### src/rtl/quad_bowl_responder.sv
// quad_bowl_responder
// Responder for the start_func/func_done evaluation handshake. Latches a Q8.8
// point (a, b, c, d) and evaluates the separable bowl f = sum((x - Tx)^2).
// Returns f in Q24.8 and four saturated Q8.8 step sizes (LRx * df/dx).
// One shared signed multiplier, sequenced by a small FSM, gives a fixed
// latency. From the sampling edge E0: value is updated at E0+5, the diffs at
// E0+6..E0+9, and func_done rises at E0+9.
module quad_bowl_responder #(
  parameter logic signed [15:0] TARGET_A        = 16'sh0300,
  parameter logic signed [15:0] TARGET_B        = 16'shFE00,
  parameter logic signed [15:0] TARGET_C        = 16'sh0100,
  parameter logic signed [15:0] TARGET_D        = 16'sh0000,
  parameter logic signed [31:0] LEARNING_RATE_A = 32'sh0000_0030,
  parameter logic signed [31:0] LEARNING_RATE_B = 32'sh0000_0030,
  parameter logic signed [31:0] LEARNING_RATE_C = 32'sh0000_0030,
  parameter logic signed [31:0] LEARNING_RATE_D = 32'sh0000_0030
) (
  input  logic               clk,
  input  logic               rst,
  input  logic               start_func,
  input  logic signed [15:0] a_in,
  input  logic signed [15:0] b_in,
  input  logic signed [15:0] c_in,
  input  logic signed [15:0] d_in,
  output logic signed [31:0] value,
  output logic signed [15:0] a_diff_out,
  output logic signed [15:0] b_diff_out,
  output logic signed [15:0] c_diff_out,
  output logic signed [15:0] d_diff_out,
  output logic               func_done,
  output logic               overflow
);

  typedef enum logic [2:0] {
    S_IDLE,
    S_LOAD,
    S_SQ,
    S_STEP,
    S_DONE
  } state_t;

  localparam logic signed [17:0] G_MAX    = 18'sd32767;
  localparam logic signed [17:0] G_MIN    = -18'sd32768;
  localparam logic signed [48:0] DIFF_MAX = 49'sd32767;
  localparam logic signed [48:0] DIFF_MIN = -49'sd32768;

  state_t             state;
  logic [1:0]         idx;
  logic signed [31:0] acc;

  // Per-axis error e_x = x - Tx, 17-bit so that no input can overflow it.
  logic signed [16:0] err_q [4];

  logic signed [16:0] err_sel;
  logic signed [31:0] lr_sel;
  logic signed [17:0] g_full;
  logic signed [15:0] g_sat;
  logic               g_ovf;
  logic signed [16:0] mul_a;
  logic signed [31:0] mul_b;
  logic signed [48:0] prod;
  logic signed [48:0] prod_shr;
  logic signed [31:0] acc_sum;
  logic signed [15:0] diff_sat;
  logic               diff_ovf;

  // Capture the error terms for all four axes when the request is accepted.
  // NOTE: err_q has no reset; it is always written in LOAD before SQ/STEP read it.
  always_ff @(posedge clk) begin
    if (state == S_LOAD) begin
      err_q[0] <= 17'(a_in) - 17'(TARGET_A);
      err_q[1] <= 17'(b_in) - 17'(TARGET_B);
      err_q[2] <= 17'(c_in) - 17'(TARGET_C);
      err_q[3] <= 17'(d_in) - 17'(TARGET_D);
    end
  end

  // Select the active axis error and learning rate, form the saturated gradient.
  // NOTE: every combinational output gets a default first, so no latch is inferred.
  always_comb begin
    err_sel = err_q[idx];
    lr_sel  = LEARNING_RATE_A;
    case (idx)
      2'd0:    lr_sel = LEARNING_RATE_A;
      2'd1:    lr_sel = LEARNING_RATE_B;
      2'd2:    lr_sel = LEARNING_RATE_C;
      default: lr_sel = LEARNING_RATE_D;
    endcase

    g_full = {err_sel, 1'b0};
    g_ovf  = 1'b0;
    g_sat  = g_full[15:0];
    if (g_full > G_MAX) begin
      g_sat = 16'sh7FFF;
      g_ovf = 1'b1;
    end else if (g_full < G_MIN) begin
      g_sat = 16'sh8000;
      g_ovf = 1'b1;
    end
  end

  // Shared multiplier: e_x * e_x in SQ, g * LRx in STEP, both rescaled by >>> 8.
  // NOTE: combinational logic uses blocking '=', clocked state uses non-blocking '<='.
  always_comb begin
    if (state == S_SQ) begin
      mul_a = err_sel;
      mul_b = 32'(err_sel);
    end else begin
      mul_a = 17'(g_sat);
      mul_b = lr_sel;
    end
    prod     = 49'(mul_a) * 49'(mul_b);
    prod_shr = prod >>> 8;
    acc_sum  = acc + prod_shr[31:0];

    diff_ovf = 1'b0;
    diff_sat = prod_shr[15:0];
    if (prod_shr > DIFF_MAX) begin
      diff_sat = 16'sh7FFF;
      diff_ovf = 1'b1;
    end else if (prod_shr < DIFF_MIN) begin
      diff_sat = 16'sh8000;
      diff_ovf = 1'b1;
    end
  end

  // Sequencing FSM with registered results and handshake output.
  always_ff @(posedge clk or posedge rst) begin
    if (rst) begin
      state      <= S_IDLE;
      idx        <= 2'd0;
      acc        <= '0;
      value      <= '0;
      a_diff_out <= '0;
      b_diff_out <= '0;
      c_diff_out <= '0;
      d_diff_out <= '0;
      func_done  <= 1'b0;
      overflow   <= 1'b0;
    end else begin
      case (state)
        S_IDLE: begin
          if (start_func) state <= S_LOAD;
        end

        S_LOAD: begin
          acc      <= '0;
          overflow <= 1'b0;
          idx      <= 2'd0;
          state    <= S_SQ;
        end

        S_SQ: begin
          acc <= acc_sum;
          idx <= idx + 2'd1;
          if (idx == 2'd3) begin
            value <= acc_sum;
            state <= S_STEP;
          end
        end

        S_STEP: begin
          case (idx)
            2'd0:    a_diff_out <= diff_sat;
            2'd1:    b_diff_out <= diff_sat;
            2'd2:    c_diff_out <= diff_sat;
            default: d_diff_out <= diff_sat;
          endcase
          if (g_ovf || diff_ovf) overflow <= 1'b1;
          idx <= idx + 2'd1;
          if (idx == 2'd3) begin
            func_done <= 1'b1;
            state     <= S_DONE;
          end
        end

        S_DONE: begin
          if (!start_func) begin
            func_done <= 1'b0;
            state     <= S_IDLE;
          end
        end

        default: state <= S_IDLE;
      endcase
    end
  end

endmodule

### config.mk
export PLATFORM = sky130hd
export DESIGN_NAME = quad_bowl_responder
export DESIGN_NICKNAME = d
export VERILOG_FILES = /design/src/rtl/quad_bowl_responder.sv
export SDC_FILE = /design/constraint.sdc
export NUM_CORES = 1
export LEC_CHECK = 0
export CAP_MARGIN = 10
export CORE_MARGIN = 5
export CORE_UTILIZATION = 61
export CTS_BUF_LIST = sky130_fd_sc_hd__clkbuf_8
export DETAILED_ROUTE_END_ITERATION = 10
export GPL_TIMING_DRIVEN = 0
export HOLD_SLACK_MARGIN = 0.1
export PLACE_DENSITY = 0.94
export SYNTH_ARGS = -nofsm -noshare
export SYNTH_HDL_FRONTEND = slang
export SYNTH_SLANG_ARGS = --single-unit
### constraint.sdc
create_clock -name clk -period 20.5 [get_ports clk]
set_clock_uncertainty 0.05 [all_clocks]
set_input_delay 3.075 -clock clk [delete_from_list [all_inputs] [get_ports clk]]
set_output_delay 3.075 -clock clk [all_outputs]
set_load 0.02 [all_outputs]
Yosys cells after proc, flatten, opt, wreduce, memory -nomap -nowiden. Memory sizes are Yosys's and may differ from the RTL's. Index checks and enable logic that the tools add are counted. Widths: inputs -> output; s select.

Flip-flop bits (word level): 135. Bits in latches: 0. RAM bits: 68. Memory bits (read-only): 0. Bits of input ports: 67. Output and inout bits: 98. Word-level logic and storage cells: 75. Memories kept: 1.

Memories: err_q (words 4, width 17, rd ports 1, clocked after Yosys merged registers in 0, wr ports 4, RTL line 52) `logic signed [16:0] err_q [4];`.

Add/sub/neg operators: 5. Multipliers: 1. Divide/modulo/power cells: 0. Order comparisons: 4. Equality and inequality tests: 12. Shift operators: 0. Mux-type cells: 24. Bitwise gates (word level): 1. Reduce and logical (&&, ||, !) cells: 17.

Operators with widths (count): $mux 16 (4); $pmux 32 s2 (1); $mul 17x32->49 (1); $gt 41x16->1 const B (1); $lt 41x16->1 const B (1); $sub 16x10->17 const B (2); $add 32x32->32 (1); $mux 32 (1); $gt 18x16->1 const B (1); $lt 18x16->1 const B (1); $mux 17 (1); $sub 16x11->17 const B (1); $pmux 3 s5 (1); $mux 3 (4); $reduce_and 2->1 (6); $mux 1 (9); $ne 2x2->1 const B (4); $reduce_bool 2->1 (4); $eq 3x2->1 const B (2); $eq 2x2->1 const B (2); $pmux 1 s2 (2); $pmux 2 s2 (1); $reduce_and 4->1 (1); $eq 3x1->1 const B (1); other kinds (11) (11).

Longest topological paths before layout. An unclocked memory read counts as a cell.

Word-level depth: 12. Depth in mapped cells: 44. Depth with buffers taken out: 41.

Least setup slack after synthesis. OpenSTA, ideal clock, no wires.

Kind: reg2reg. Start: reg idx[0]. End: reg acc[31]. Setup time: 0.069 ns. Arrival: 9.987 ns. Data required time: 20.381 ns. Path slack: 10.394 ns. Stages on the path, launching flop included: 39. Path buffers: 5. Clock period less this slack: 10.106 ns. Path through: dfrtp_1 -> buf_1 -> mux4_2 -> clkbuf_1 -> o21ai_0 -> nand3_1 -> nand2_1 -> clkbuf_1 -> nor2_1 -> fa_1 -> inv_1 -> fa_1 -> fa_1 -> inv_1 -> fa_1 -> fa_1 -> inv_1 -> fa_1 -> (+3 left out) -> o21ai_0 -> nor2_1 -> o21ai_0 -> o211ai_2 -> a211oi_1 -> nor2_1 -> xor2_1 -> ha_1 -> clkbuf_1 -> nand3_1 -> or3_1 -> o211ai_1 -> a31oi_1 -> o31ai_1 -> a31oi_1 -> xnor2_1 -> or4b_2 -> nand3_1.

Longest elaborated chain between the ends: 8. Elaborated cells between the ends (all ways): 10. Classes of those cells: add/sub (1); mul (1); order compare (2); mux (5); memory (1).

RTL lines: from (decl) (RTL line 48) `logic [1:0] idx;`; from (signal assigned) (RTL line 155) `idx <= idx + 2'd1;`; from (signal assigned) (RTL line 170) `idx <= idx + 2'd1;`; $mem_v2 4x17 *; $lt 18x16->1 (RTL line 96) `end else if (g_full < G_MIN) begin`; $mux 16 (RTL line 96); $mux 16 (RTL line 93) `if (g_full > G_MAX) begin`; $mux 17 (RTL line 105) `if (state == S_SQ) begin`; $mul 17x32->49 * (RTL line 112) `prod = 49'(mul_a) * 49'(mul_b);`; $add 32x32->32 * (RTL line 114) `acc_sum = acc + prod_shr[31:0];`; $pmux 32 s2 * (RTL line 141) `case (state)`; to (signal assigned) (RTL line 154) `acc <= acc_sum;`; to (decl) (RTL line 49) `logic signed [31:0] acc;`.

Mark *: on every way between the ends. The rest lies on a longest branch, timed or not. A chain may end at the register's enable or synchronous reset.

Worst setup path in the final report. Ends and elaborated chain as after synthesis.

==> impl_metrics.py <==
metrics = {
    "status": {
        "outcome": "finished with violations",
        "violations": "capacitance limit",
    },
    "floorplanning": {
        "ios": 165,
        "rows": 68,
        "die-area_um2": 38610,
        "die_h_um": 196.5,
        "start_util_pct": 61.58,
        "core_area_um2": 34460,
        "fp.dieW_um": 196.5,
    },
    "worst_setup_path": {
        "start_kind": "flop",
        "arrival_ns": 13.91,
        "cp_max_fo": 10,
        "critical_path.max_stage_delay_ns": 1.10,
        "end_kind": "flop",
        "cpMaxStageDelayCell": "a21oi_1",
        "required_ns": 20.97,
        "worstSetupPathType": "flop to flop",
        "cpMostUsedCell": "fa_1",
    },
    "cts": {
        "clk_pin_slew_worst_paths_ns": 0.06,
        "holdBufCountCts": 0,
        "htreeDepth": 2,
        "insertion_delay_ns": 0.59,
        "cts.sinks": 202,
        "clockBufferDepth": 3,
        "cts_setup_buffers": 0,
        "cts_resized": 0,
        "cts_buffers": 35,
        "clock-root-buffer": "clkbuf_8",
        "cts_tree": "yes",
    },
    "synth": {
        "avgSynthCellArea_um2": 9.468,
        "synthArstFlopShare_pct": 66.83,
        "synth-main-ff-cell": "dfrtp_1",
        "synth_nets": 2745,
        "yosys_warnings": 0,
        "synthCells": 2241,
        "synth_edf_count": 67,
        "yosysUniqueCellTypes": 69,
        "synth_seq_cells": 202,
        "ys_seq_area_share_pct": 25.40,
        "syn_area_um2": 21220,
    },
    "global_routing": {
        "grt-ovfl-total": 0,
        "grt_usage_pct": 33.29,
        "grt_pass1_wl_mm": 100.2,
        "antenna_found_initial": 0,
        "grt_pass1_vias": 18820,
        "grt_max_degree": 103,
    },
    "timing": {
        "tns_ns": 0,
        "fin_crit_ns": 13.43,
        "grt_setup_unrepaired": "no",
        "worst_slew_pin_slew_ns": 1.483,
        "fmax_mhz": 74.44,
        "relSlewSlack_pct": 0.08194,
        "setup_violations": 0,
        "slew_violations": 0,
        "hold_violations": 0,
        "timing.final.crit_share_pct": 65.53,
    },
    "drt": {
        "vias_per_cell": 6.041,
        "wl_per_cell_um": 21.53,
        "drt_iter0_markers": 2109,
        "drc": 0,
        "dr.pass1.iters": 9,
        "wl_mm": 63.00,
        "antenna_left": 0,
        "vias": 17680,
    },
    "cells_and_area": {
        "n_fill_cell": 2466,
        "final_common_cell": "inv_1",
        "final_cell_mix": "inv_1 (430), fa_1 (312), nand2_1 (271)",
        "multiInputGateArea_um2": 13910,
        "n_antenna_cell": 0,
        "layout.area.seq_um2": 5390,
        "syn_to_final_growth_pct": 14.36,
        "drive_gt1_share_pct": 4.735,
        "nets": 2949,
    },
    "placed_design": {
        "gp_congestion": 0.9977,
        "io_buffers": 164,
        "dp_hpwl_mm": 50.27,
    },
    "min_path": {
        "hold_path_class": "flop to flop",
    },
    "flow_run": {
        "cap_viol_max_count": 1,
    },
}
==> Yosys cell counts (6+ instances only) <==
master / count / share of area (%)
o21ai_2: 11 / 0.45
mux2i_1: 10 / 0.47
nor2_1: 198 / 3.5
a31oi_1: 9 / 0.27
nand4_1: 11 / 0.32
mux4_2: 12 / 1.3
and2_1: 14 / 0.41
mux2_2: 17 / 0.90
clkbuf_1: 70 / 1.2
a211oi_1: 6 / 0.21
edfxtp_1: 67 / 9.5
nand3_1: 31 / 0.73
nand2_1: 271 / 4.8
a21oi_1: 81 / 1.9
or2_2: 6 / 0.18
nor2b_1: 9 / 0.27
o21ai_1: 51 / 1.2
nor3_1: 19 / 0.45
and3_1: 11 / 0.32
inv_1: 424 / 7.5
clkinv_1: 6 / 0.11
o21bai_1: 19 / 0.67
fa_1: 312 / 29
nand2b_1: 11 / 0.32
xor2_1: 33 / 1.4
a22o_1: 11 / 0.45
a21o_1: 44 / 1.6
dfrtp_1: 135 / 16
o21ai_0: 105 / 2.5
xnor2_1: 40 / 1.7
ha_1: 125 / 7.4
==> critical path, delay by kind of cell (launching register included) <==
kind | cells | cell delay, ns
DFF | 1 | 0.61
and+or+nand+nor | 8 | 1.82
xor gates and xnor gates | 2 | 0.40
adders and majority gates | 8 | 3.76
AOI/OAI and AO/OA | 12 | 4.85
muxes | 1 | 0.71
buffers and inverters | 6 | 1.12
==> state kept, by name (all words and copies together) (netlist names) <==
name,count
err_q,67
acc,32
value,32
a_diff_out,16
b_diff_out,16
c_diff_out,16
d_diff_out,16
state,3
idx,2
func_done,1
overflow,1
==> worst paths after layout <==
check,cells past startpoint,end,startpoint,slack (ns)
worst max-delay path,37,acc[31],idx[0],7.07
worst min register to register,2,value[7],value[7],0.44
worst min-delay path,2,value[7],value[7],0.44
worst max register to register,37,acc[31],idx[0],7.07
min in group asynchronous,2,value[25],rst,2.80
max in group asynchronous,3,value[13],rst,16.81
==> cell families after synthesis <==
kind of cell    count (synthesis)  synth area share (%)
simple gates                  603                 12.18
buf+inv                       509                 9.064
fa+ha+maj                     437                 36.81
compound gates                378                 10.88
flops                         202                 25.40
xor+xnor                       73                 3.013
mux                            39                 2.648
==> layer usage <==
| metal | share of wire (%) | global-route usage [%] | vias to the layer above | wire (um) |
|---|---|---|---|---|
| met2 | 48 | 54.09 | 1211 | 29970 |
| li1 | - | - | 7537 | - |
| met4 | 6.5 | 17.58 | 0 | 4089 |
| met5 | 0 | 0 | - | 0 |
| met1 | 35 | 42.42 | 8649 | 22100 |
| met3 | 11 | 7.043 | 279 | 6841 |
==> area by class of cell <==
class | count | share of cell area, %
clock inverter | 23 | 0.8147
multi-input combinational | 1530 | 57.34
tap | 455 | 2.346
inverter | 431 | 6.688
clock buffer | 40 | 2.269
timing repair buffer | 167 | 7.075
buffer | 78 | 1.258
sequential | 202 | 22.21
==> per-stage QoR <==
stage	utilization, %	hold slack [ns]	std cells	setup slack (ns)	area (um2)
2_1_floorplan	-	0.4055	2241	10.39	21220
3_3_place_gp	67.99	0.4148	2860	7.840	23430
3_5_place_dp	68.25	0.4244	2863	7.699	23520
4_1_cts	70.42	0.4378	2926	7.630	24260
5_1_grt	70.42	0.4565	2926	6.654	24260
6_report	70.42	0.4358	2926	7.067	24260
Power is not shown: default switching activity piles up to over one toggle a cycle in this logic, so the estimate is an artifact.
